<file path="src/rtl/muldiv_pkg.sv">
// muldiv_pkg: shared encodings for the iterative RV32M multiply/divide unit
package muldiv_pkg;
  typedef enum logic [2:0] {
    OP_MUL    = 3'b000,
    OP_MULH   = 3'b001,
    OP_MULHSU = 3'b010,
    OP_MULHU  = 3'b011,
    OP_DIV    = 3'b100,
    OP_DIVU   = 3'b101,
    OP_REM    = 3'b110,
    OP_REMU   = 3'b111
  } op_e;
  typedef enum logic [1:0] {S_IDLE, S_CALC, S_FIX} state_e;
  function automatic int cnt_width(input int w);
    return w > 1 ? $clog2(w) : 1;
  endfunction
  localparam int CNT_W = cnt_width(32);
endpackage

</file>
<file path="src/rtl/muldiv_unit.sv">
// muldiv_unit: radix-2 shift-add multiply / restoring divide, one bit per cycle
// ports: clk, rst (async active-low), start/op/A/B request, busy/done handshake,
//        res held until the next completion, ZF = res is zero
module muldiv_unit import muldiv_pkg::*; #(
  parameter int bit_width = 32
) (
  input  logic                 clk,
  input  logic                 rst,
  input  logic                 start,
  input  logic [2:0]           op,
  input  logic [bit_width-1:0] A,
  input  logic [bit_width-1:0] B,
  output logic                 busy,
  output logic                 done,
  output logic [bit_width-1:0] res,
  output logic                 ZF
);
  localparam int w = bit_width;
  localparam int cw = cnt_width(bit_width);
  state_e state_q, state_d;
  op_e op_q, op_d;
  logic [cw-1:0] cnt_q, cnt_d;
  logic [2*w-1:0] acc_q, acc_d;
  logic [w-1:0] rem_q, rem_d, b_q, b_d, res_q, res_d;
  logic neg_q, neg_d, rneg_q, rneg_d, done_q, done_d;
  op_e op_in;
  logic a_neg, b_neg, div_zero, div_ovf;
  logic [w-1:0] abs_a, abs_b;
  logic [w:0] mul_sum, rem_sh, diff;
  logic [2*w-1:0] prod;
  logic [w-1:0] quot, remv, res_fix;
  always_comb begin
    op_in = op_e'(op);
    a_neg = A[w-1] & (op_in inside {OP_MULH, OP_MULHSU, OP_DIV, OP_REM});
    b_neg = B[w-1] & (op_in inside {OP_MULH, OP_DIV, OP_REM});
    abs_a = a_neg ? -A : A;
    abs_b = b_neg ? -B : B;
    div_zero = op[2] & (B == '0);
    div_ovf = (op_in inside {OP_DIV, OP_REM}) & (A == {1'b1, {(w-1){1'b0}}}) & (&B);
    // multiply: add multiplicand into the high half when the low bit is set, then shift right
    mul_sum = {1'b0, acc_q[2*w-1:w]} + (acc_q[0] ? {1'b0, b_q} : '0);
    // divide: the w+1 bit partial remainder decides the quotient bit by its sign
    rem_sh = {rem_q, acc_q[w-1]};
    diff = rem_sh - {1'b0, b_q};
    prod = neg_q ? -acc_q : acc_q;
    quot = neg_q ? -acc_q[w-1:0] : acc_q[w-1:0];
    remv = rneg_q ? -rem_q : rem_q;
    res_fix = op_q == OP_MUL ? prod[w-1:0] : !op_q[2] ? prod[2*w-1:w] : !op_q[1] ? quot : remv;
  end
  always_comb begin
    state_d = state_q;
    op_d = op_q;
    cnt_d = cnt_q;
    acc_d = acc_q;
    rem_d = rem_q;
    b_d = b_q;
    neg_d = neg_q;
    rneg_d = rneg_q;
    res_d = res_q;
    done_d = 1'b0;
    case (state_q)
      S_IDLE: if (start) begin
        op_d = op_in;
        b_d = abs_b;
        cnt_d = cw'(w - 1);
        acc_d = {{w{1'b0}}, abs_a};
        rem_d = '0;
        neg_d = a_neg ^ b_neg;
        rneg_d = a_neg;
        state_d = S_CALC;
        // fast paths preload the final values and neutralise the sign fix
        if (div_zero || div_ovf) begin
          acc_d = {{w{1'b0}}, div_zero ? {w{1'b1}} : A};
          rem_d = div_zero ? A : '0;
          neg_d = 1'b0;
          rneg_d = 1'b0;
          state_d = S_FIX;
        end
      end
      S_CALC: begin
        acc_d = op_q[2] ? {acc_q[2*w-1:w], acc_q[w-2:0], ~diff[w]} : {mul_sum, acc_q[w-1:1]};
        rem_d = op_q[2] ? (diff[w] ? rem_sh[w-1:0] : diff[w-1:0]) : rem_q;
        cnt_d = cnt_q - 1'b1;
        state_d = cnt_q == '0 ? S_FIX : S_CALC;
      end
      S_FIX: begin
        res_d = res_fix;
        done_d = 1'b1;
        state_d = S_IDLE;
      end
      default: state_d = S_IDLE;
    endcase
  end
  always_ff @(posedge clk or negedge rst) begin
    if (!rst) begin
      state_q <= S_IDLE;
      op_q <= OP_MUL;
      cnt_q <= '0;
      acc_q <= '0;
      rem_q <= '0;
      b_q <= '0;
      neg_q <= 1'b0;
      rneg_q <= 1'b0;
      res_q <= '0;
      done_q <= 1'b0;
    end else begin
      state_q <= state_d;
      op_q <= op_d;
      cnt_q <= cnt_d;
      acc_q <= acc_d;
      rem_q <= rem_d;
      b_q <= b_d;
      neg_q <= neg_d;
      rneg_q <= rneg_d;
      res_q <= res_d;
      done_q <= done_d;
    end
  end
  assign busy = state_q != S_IDLE;
  assign done = done_q;
  assign res = res_q;
  assign ZF = ~(|res_q);
endmodule
</file>
<file path="config.mk">
export PLATFORM = sky130hd
export DESIGN_NAME = muldiv_unit
export DESIGN_NICKNAME = d
export VERILOG_FILES = /design/src/rtl/muldiv_pkg.sv /design/src/rtl/muldiv_unit.sv
export SDC_FILE = /design/constraint.sdc
export NUM_CORES = 1
export LEC_CHECK = 0
export ABC_AREA = 1
export BUFFER_PORTS_ARGS = -buffer_cell sky130_fd_sc_hd__buf_4
export CAP_MARGIN = 15
export CORE_UTILIZATION = 30
export CTS_BUF_LIST = sky130_fd_sc_hd__clkbuf_2 sky130_fd_sc_hd__clkbuf_4 sky130_fd_sc_hd__clkbuf_8
export DETAILED_ROUTE_END_ITERATION = 10
export GPL_TIMING_DRIVEN = 1
export HOLD_SLACK_MARGIN = 0.05
export PLACE_DENSITY = 0.46
export SLEW_MARGIN = 5
export SYNTH_ARGS = -nofsm -noshare
export SYNTH_HDL_FRONTEND = slang
export SYNTH_SLANG_ARGS = --single-unit
</file>
<file path="constraint.sdc">
create_clock -name clk -period 6.2 [get_ports clk]
set_input_delay 0.93 -clock clk [delete_from_list [all_inputs] [get_ports clk]]
set_output_delay 0.93 -clock clk [all_outputs]
set_load 0.03 [all_outputs]
</file>
; Word level (Yosys, flattened, before mapping)
; Cells that the tools add are included.
[classes]
n_addsub = 8
n_eq_ne = 10
mux = 29
bitwise = 8
n_reduce_logical = 16
[ops]
columns = cell, n
row1 = 32-bit two-way mux, 15
row2 = 64-bit two-way mux, 3
row3 = 32-bit negation, 4
row4 = 64-bit case mux with 2 select lines, 1
row5 = 64-bit negation, 1
row6 = 32-bit case mux with 2 select lines, 1
row7 = 32-bit by 32-bit adder with 33-bit output, 1
row8 = 33-bit by 32-bit subtractor with 33-bit output, 1
row9 = "32-bit equality test, second input constant", 1
row10 = 32-bit zero test, 1
row11 = 32-bit AND reduction, 1
row12 = 32-bit OR reduction, 1
row13 = 5-bit case mux with 2 select lines, 1
row14 = "3-bit equality test, second input constant", 2
row15 = 2-bit two-way mux, 3
row16 = "2-bit != test, second input constant", 3
row17 = 3-bit AND reduction, 2
row18 = 2-bit nonzero test, 3
row19 = 1-bit AND, 5
row20 = 5-bit zero test, 1
row21 = 5-bit two-way mux, 1
row22 = "5-bit by 1-bit subtractor with 5-bit output, second input constant", 1
row23 = 2-bit case mux with 2 select lines, 1
row24 = 2-bit AND reduction, 2
row25 = other kinds (12), 15
[word_totals]
regBits = 173
input_bits = 70
output_inout_bits = 35
word_cells = 82

; Depth between registers and ports, before layout
; Gate-level depths: netlist (run 1).
[depth]
ltp_word = 8
mapped_depth = 19

; Worst setup path before layout (run 1)
; OpenSTA, ideal clock, no wires.
[synth_timing]
kind = reg2out
start = reg res_q[21], in the netlist res[21]
end = out ZF
t_arrival_ps = 2019
required_ps = 5270
path_slack_ps = 3251
stages_incl_launch_ff = 3
path_buffers = 0
path_cell_list = dfrtp_1 > or4_1 > nor4_1
[synth_between]
elab_chain_len = 2
[synth_lines]
columns = item, line_no
row1 = from (decl), muldiv_unit.sv:24  ; logic [w-1:0] rem_q, rem_d, b_q, b_d, res_q, res_d;
row2 = from (signal assigned), muldiv_unit.sv:115  ; res_q <= res_d;
row3 = 32-bit OR reduction, muldiv_unit.sv:122  ; assign ZF = ~(|res_q);
row4 = 1-bit inverter, muldiv_unit.sv:122
row5 = to (decl), muldiv_unit.sv:16  ; output logic ZF
; No other way between the ends.

; Final worst setup path (run 1)
[layout_timing]
start = reg state_q[0]
end = reg acc_q[34]
[layout_between]
elab_chain_len = 3
elab_cells_between_ends = 7
[layout_lines]
columns = item, line_no
row1 = from (decl), muldiv_unit.sv:20  ; state_e state_q, state_d;
row2 = from (signal assigned), muldiv_unit.sv:107  ; state_q <= state_d;
row3 = 2-bit by 1-bit equality test with 1-bit output / 2-bit zero test (equally long branches), muldiv_unit.sv:61  ; case (state_q)
row4 = 2-bit != test (no source line) / 2-bit nonzero test (equally long branches), --
row5 = 3-bit AND reduction (no source line), --
row6 = to (signal assigned), muldiv_unit.sv:99  ; acc_q <= '0;
row7 = to (signal assigned), muldiv_unit.sv:110  ; acc_q <= acc_d;
row8 = to (decl), muldiv_unit.sv:23  ; logic [2*w-1:0] acc_q, acc_d;
; Parallel ways exist; a longest one is shown, timed or not.
; A chain may end at the register's enable or synchronous reset.

==> metrics, run 1 <==
status completed; largest net degree at the start of global routing 70; Synth area leaders dfrtp_1 23%, nand2_1 21%, inv_1 9.0%, nand3_1 8.8%, nor2_1 6.6%; first-pass GRT wire length roughly 130,000 um; core region area a little over 60,000 um^2; Post-Syn Instances around 3.2k; Period minus WS final between 3 and 4 ns; critical path's slowest cell inv_2; worst-case clock buffer depth 2; area leader, netlist dfrtp_1; fin area about 21,000 um^2; Synth Cell Area 18,800 um^2; H-tree Lvls 4; sequential-to-total area share from yosys stat roughly 23%; Slew Limit Fails 0; area grow syn2layout 10.3%; final net count between 3k and 4k; Clock Latency Late Sink 0.59 ns; endpoints failing setup 0; Initial DRC Count about 2.1k; overall die height roughly 250 um; maximum fanout along the worst path 54; Cell Area, Placed approximately 20,000 um^2; PortBufs around 100; asr flop ratio synth 100%; Peak VDD IR approximately 0.21 mV; Warnings, synthesis 0; maxcap violations 0; Crit path buffers/inverters 5; CP dominant cell by count inv_2; global route overflow 0; Final Wtd Congestion between 0.9 and 1; vias in the first global route roughly 20k; Die Width about 250 um; crit end category flip-flop; Post-CTS Setup Bufs 0; syn avg cell area slightly below 6 um^2; Arr. time, crit path roughly 4 ns; cts repair resizes 0; Post-Syn Nets about 3.4k; drt first pass iters 6; setup TNS 0 ns; Rows roughly 90; Remaining DRCs 0; crit path cell chain nor2_1 -> nand2_2 -> buf_4 -> inv_2 -> nor2_4 -> buf_4 -> inv_2 -> nand2_1 -> inv_2 -> o32ai_1; Max Fclk between 200 and 300 MHz; antenna-violating nets left 0; clk_skew about 0.027 ns; RSZ-0062 raised after global routing false; PD cells 625 nW/um^2; gr usage total between 20% and 30%; layout cell share with drive strength beyond 1 7.08%; Initial Util between 30% and 40%; clk sinks 173; via/cell ratio ~5.2; worst-margin pin slew between 1 and 1.5 ns; critical path class flip-flop to flip-flop; die area approximately 64,000 um^2; worst min path class input port to async pin; Worst-path clk slew 0.12 ns; initial antenna violation count 1; Non-Filler Instances 4,117; hold-fix buffers at CTS 0; Pleak about 0.011 uW; TritonCTS clock tree yes; routed len/inst between 20 and 25 um; vias post-DR between 20k and 25k; delay-heaviest family, CP buffers and inverters; TritonCTS Buffers 17; Critical Path RT 6.63 ns; hpwl dp slightly above 70,000 um; Startpoint Class flip-flop; clock root buffer clkbuf_8; final worst-path cycle share between 50 and 60%; slowest stage delay, CP roughly 0.54 ns; FF+latch count, synth 173; Final Hold Vio Count 0; DRT Wirelength 86,800 um; predominant post-synthesis flop cell dfrtp_1; relative slew slack about a quarter; synth unique cells 62; EDFF count, synth 0; Synth top area share between 20 and 25%; # placed instances 4,084; num ports 105
## placed cells by master, fill, tap and decap left out, types with 6 or more instances in the layout
cell	instances
a221oi_1	18
nor2_1	328
o211ai_1	7
o21ai_0	147
inv_2	12
xor2_1	58
nand3_1	331
o21ai_1	19
o22ai_1	19
dfrtp_1	172
nand3b_1	10
nand4_1	76
nor3_1	38
xnor2_1	16
a21o_1	8
nor4_1	12
o21bai_1	9
nor2_2	11
nand2_2	12
buf_4	122
ha_1	70
inv_1	448
a21boi_1	10
clkbuf_8	19
a21oi_1	167
a22oi_1	6
nand2_1	1027
a21boi_0	10
or2_2	10
## area by class of cell
cell class,instances,area (um^2)
fillers,7174,41000
clock inverters,14,124
diodes,1,2.50
flip-flops and latches,173,4330
inverters,466,1750
well taps,837,1050
multi-input cells,2485,12300
clock buffers,18,248
repair buffers,123,930
## worst register-to-register path, delay by kind of cell, from the launching register on
family / cells / cell delay (ns)
buffers and inverters: 5 / 1.98
AND/OR/NAND/NOR: 4 / 0.79
flip-flops: 1 / 0.41
AO/OA/AOI/OAI: 1 / 0.15
## worst paths after layout
kind	slack, ns	cells after the start	start	endpoint
min in group clk	0.51	1	cnt_q[3]	cnt_q[3]
worst max register to register	2.74	10	state_q[0]	acc_q[34]
worst min-delay path	0.32	1	rst	acc_q[56]
worst max-delay path	2.74	10	state_q[0]	acc_q[34]
worst min register to register	0.51	1	cnt_q[3]	cnt_q[3]
max in group asynchronous	4.51	2	rst	op_q[2]
## cell usage after synthesis (3+ instances only)
master	n
nor2_4	5
a21oi_2	5
dfrtp_1	173
a221oi_1	18
a21boi_1	10
o22ai_1	19
o21ai_1	19
a21boi_0	10
nor4_1	12
xnor2_1	16
clkbuf_1	41
nor3_1	39
nand2_4	4
buf_1	18
inv_2	12
a2bb2oi_2	4
nor2_1	330
buf_2	22
a31oi_1	3
inv_1	448
o31ai_1	3
buf_6	9
o21a_1	5
or2_2	10
o32ai_1	5
o21bai_1	9
mux2i_1	3
o21ai_0	147
nand2_2	11
nand2_1	1028
a21oi_1	167
and2_1	4
o211ai_1	7
a22oi_1	6
nand3b_1	10
ha_1	70
clkinv_1	5
a21o_1	8
nand3_1	331
nor2_2	9
xor2_1	58
nand4_1	76
## metrics by stage
step,worst slack (ns),hold WS (ns),utilization [%],total power (uW)
2_1_floorplan,3.25,0.453,-,8640
3_3_place_gp,2.29,0.474,32.9,11900
3_5_place_dp,2.24,0.491,32.9,11900
4_1_cts,2.73,0.320,33.5,12800
5_1_grt,2.43,0.362,33.5,14000
6_report,2.74,0.315,33.5,12900
## layer usage
layer | vias up | routed length (um) | global-route usage, % | share of wire [%]
li1 | 10511 | - | - | -
met1 | 10224 | 40700 | 38.4 | 47
met2 | 718 | 38700 | 42.8 | 45
met3 | 96 | 5220 | 3.99 | 6.0
met4 | 0 | 2170 | 7.79 | 2.5
met5 | - | 0 | 0 | 0
## sequential cells by signal, indices dropped and copies added, names as in the netlist
| signal | count |
|---|---|
| state_q | 2 |
| rem_q | 32 |
| op_q | 3 |
| done | 1 |
| b_q | 32 |
| neg_q | 1 |
| cnt_q | 5 |
| res | 32 |
| acc_q | 64 |
| rneg_q | 1 |
## power breakdown
group	total (uW)	switching, uW	internal (uW)
clock network	832	531	301
logic	9610	6730	2880
registers	2480	887	1600
## kinds of logic after synthesis
family | Yosys count | share of synthesized area [%]
adders and majority gates | 72 | 4.88
muxes | 3 | 0.160
buffers and inverters | 557 | 11.7
AOI/OAI and AO/OA | 454 | 14.0
DFF | 173 | 23.1
and+or+nand+nor | 1882 | 42.7
xor gates and xnor gates | 74 | 3.45
Note: power is estimated with default switching activity, not from simulation.
==> run 2: changes to the inputs <==
- ABC_AREA: 1 -> 0
- PLACE_DENSITY: 0.46 -> 0.48
- clock period: 6.2 -> 2.9 ns (I/O delays scaled with it)
==> run 2 against run 1 <==
Against the previous run: the run now ends with setup timing left; global-route usage shrank 0.61 points; synthesized cell count shrank 40%; critical path type unchanged; maximum frequency grew 13%; final cell count shrank 26%; critical path depth shrank 1; clock power grew 130%; sequential share of layout area shrank 1.0 points; combinational power grew to 2.7 times the previous value; wire length shrank 22%; non-clock buffer count grew 392; first-iteration DRC count shrank 38%.
==> metrics, run 2 <==
Warnings, synthesis 0; Pleak ~0.009 uW; Initial DRC Count 1,287; hold_sp B[1]; Slew Limit Fails 0; H-tree Lvls 4; vias post-DR 16.6k; vias in the first global route roughly 16k; setup ws final -0.161 ns; largest net degree at the start of global routing slightly below 80; PortBufs around 100; r2r setup slk -0.16 ns; Critical Path RT 3.37 ns; global route overflow 0; final worst-path cycle share 106%; Synth top area share 28.7%; relative slew slack 31.3%; failing checks setup timing; EDFF count, synth 0; Remaining DRCs 0; clock root buffer clkbuf_8; Rows 81; hpwl dp 52,500 um; area leader, netlist dfrtp_1; worst-case clock buffer depth 2; antenna-violating nets left 0; Max Fclk 327 MHz; area grow syn2layout 44.6%; list of most frequent post-synthesis cells 233 x nand2_1, 190 x o21ai_0, 173 x dfrtp_1, 153 x nor2_1, 146 x a21oi_1; Post-Syn Nets about 2.1k; initial antenna violation count 3; Period minus WS final 3.06 ns; synth unique cells 77; Setup WS pre-CTS -0.378 ns; overall die height 226 um; Arr. time, crit path 3.53 ns; status finished with violations; Synth area leaders dfrtp_1 29%, o21ai_0 6.3%, xnor2_1 6.2%, ha_1 5.8%, nand2_1 5.8%; worst min path class input port to flip-flop; Worst-path clk slew ~0.1 ns; CP dominant cell by count or4_4; R2R Path Start acc_q[39]; layout cell share with drive strength beyond 1 34.3%; crit end category flip-flop; TritonCTS clock tree yes; final net count roughly 2.5k; count leader, synth nand2_1; first-pass GRT wire length between 100,000 and 150,000 um; Die Width roughly 230 um; num ports ~110; TritonCTS Buffers 17; die area approximately 51,000 um^2; via/cell ratio roughly 5.5; Clock Latency Late Sink between 0.6 and 0.7 ns; crit path cell chain or4_4 -> or4b_4 -> or3_4 -> or4_4 -> nand2_2 -> xnor2_2 -> a22oi_2 -> o221ai_1 -> o21a_1; critical path class flip-flop to flip-flop; predominant post-synthesis flop cell dfrtp_1; slowest stage delay, CP ~0.54 ns; worst-margin pin slew approximately 1.0 ns; asr flop ratio synth 100%; FF+latch count, synth 173; most flop-heavy register acc_q; max reg flops 64; Final Wtd Congestion 1.00; syn avg cell area ~7.8 um^2; Initial Util between 30 and 40%; core region area about 49,000 um^2; critical path's slowest cell or4_4; Final Hold Vio Count 0; most frequent cells in the layout 466 x buf_4, 226 x nand2_1, 168 x dfrtp_1; clk_skew approximately 0.035 ns; RSZ-0062 raised after global routing true; setup TNS -2.90 ns; sequential-to-total area share from yosys stat between 20 and 30%; Peak VDD IR a little under 0.7 mV; Startpoint Class flip-flop; commonest non-fill, non-tap cell in the layout buf_4; Synth Cell Area 15,100 um^2; maxcap violations 0; PD cells roughly 1500 nW/um^2; drt first pass iters 5; gr usage total around a quarter; Post-Syn Instances 1,941; maximum fanout along the worst path 2; critical path launch point acc_q[39]; DRT Wirelength 67,300 um; routed len/inst between 20 and 25 um; endpoints failing setup 45; clk sinks between 150 and 200
## run 2: worst paths after layout
| kind | endpoint | depth (start not counted) |
|---|---|---|
| max | res[24] | 9 |
| min | b_q[1] | 3 |
| min in group asynchronous | b_q[9] | 2 |
| max in group asynchronous | res[22] | 4 |
| min reg2reg | b_q[9] | 2 |
| max reg2reg | res[24] | 9 |
## run 2: timing repair
| action | CTS | global route |
|---|---|---|
| gates cloned | 6 | 0 |
| endpoints found under the hold margin | 46 | 0 |
| setup endpoints to repair | 77 | 82 |
| gates resized for setup | 173 | 224 |
| setup buffers | 19 | 27 |
| hold buffers | 1 | 0 |
| pin swaps | 82 | 113 |
## run 2: cell type report
cell class / count / area, um^2
Antenna cell: 2 / 5.00
Clock buffer: 18 / 248
Clock inverter: 14 / 158
Fill cell: 4998 / 27400
Inverter: 78 / 300
Multi-Input combinational cell: 1581 / 11700
Sequential cell: 173 / 4340
Tap cell: 664 / 831
Timing Repair Buffer: 515 / 4230
## run 2: metal layers
metal / track usage, % / up-vias / share of wire (%)
met3: 4.83 / 83 / 5.4
li1: - / 7885 / -
met1: 36.0 / 8164 / 45
met5: 0 / - / 0.019
met4: 10.7 / 2 / 3.5
met2: 41.6 / 498 / 46
## run 2: cell families (layout without fill, tap and decap cells)
logic type	after synthesis	count (layout)	share of synthesized area, %
mux	46	46	3.11
compound gates	637	637	26.4
fa+ha+maj	72	72	6.07
buf+inv	187	625	4.70
xor+xnor	199	199	11.6
flops	173	173	28.7
other cells	0	2	0
simple gates	627	627	19.4
## run 2: where the power goes
group / internal [uW] / leakage [uW] / switching [uW] / total, uW
clock network: 801 / 0.000197 / 1130 / 1930
registers: 3510 / 0.00214 / 1150 / 4660
logic: 12100 / 0.00693 / 14200 / 26400
total: 16500 / 0.00927 / 16500 / 33000
## run 2: worst max-delay path, delay by kind of cell, from the launching register on
kind             cells  cell delay [ns]
AO/OA/AOI/OAI        3             0.47
XOR/XNOR             1             0.07
flip-flops           1             0.39
AND/OR/NAND/NOR      5             2.01
## run 2: through the flow
step / hold slack [ns] / area (um^2) / instances / utilization, % / total power (uW)
after detailed placement: 0.443 / 19300 / 2964 / 39.1 / 26000
final: 0.127 / 21800 / 3045 / 44.3 / 33000
after global placement: 0.441 / 19300 / 2964 / 39.1 / 25900
after CTS: 0.0853 / 20700 / 3022 / 42.1 / 30900
after floorplan: 0.139 / 15200 / 1941 / - / 16800
after global routing: 0.119 / 21800 / 3044 / 44.3 / 35100
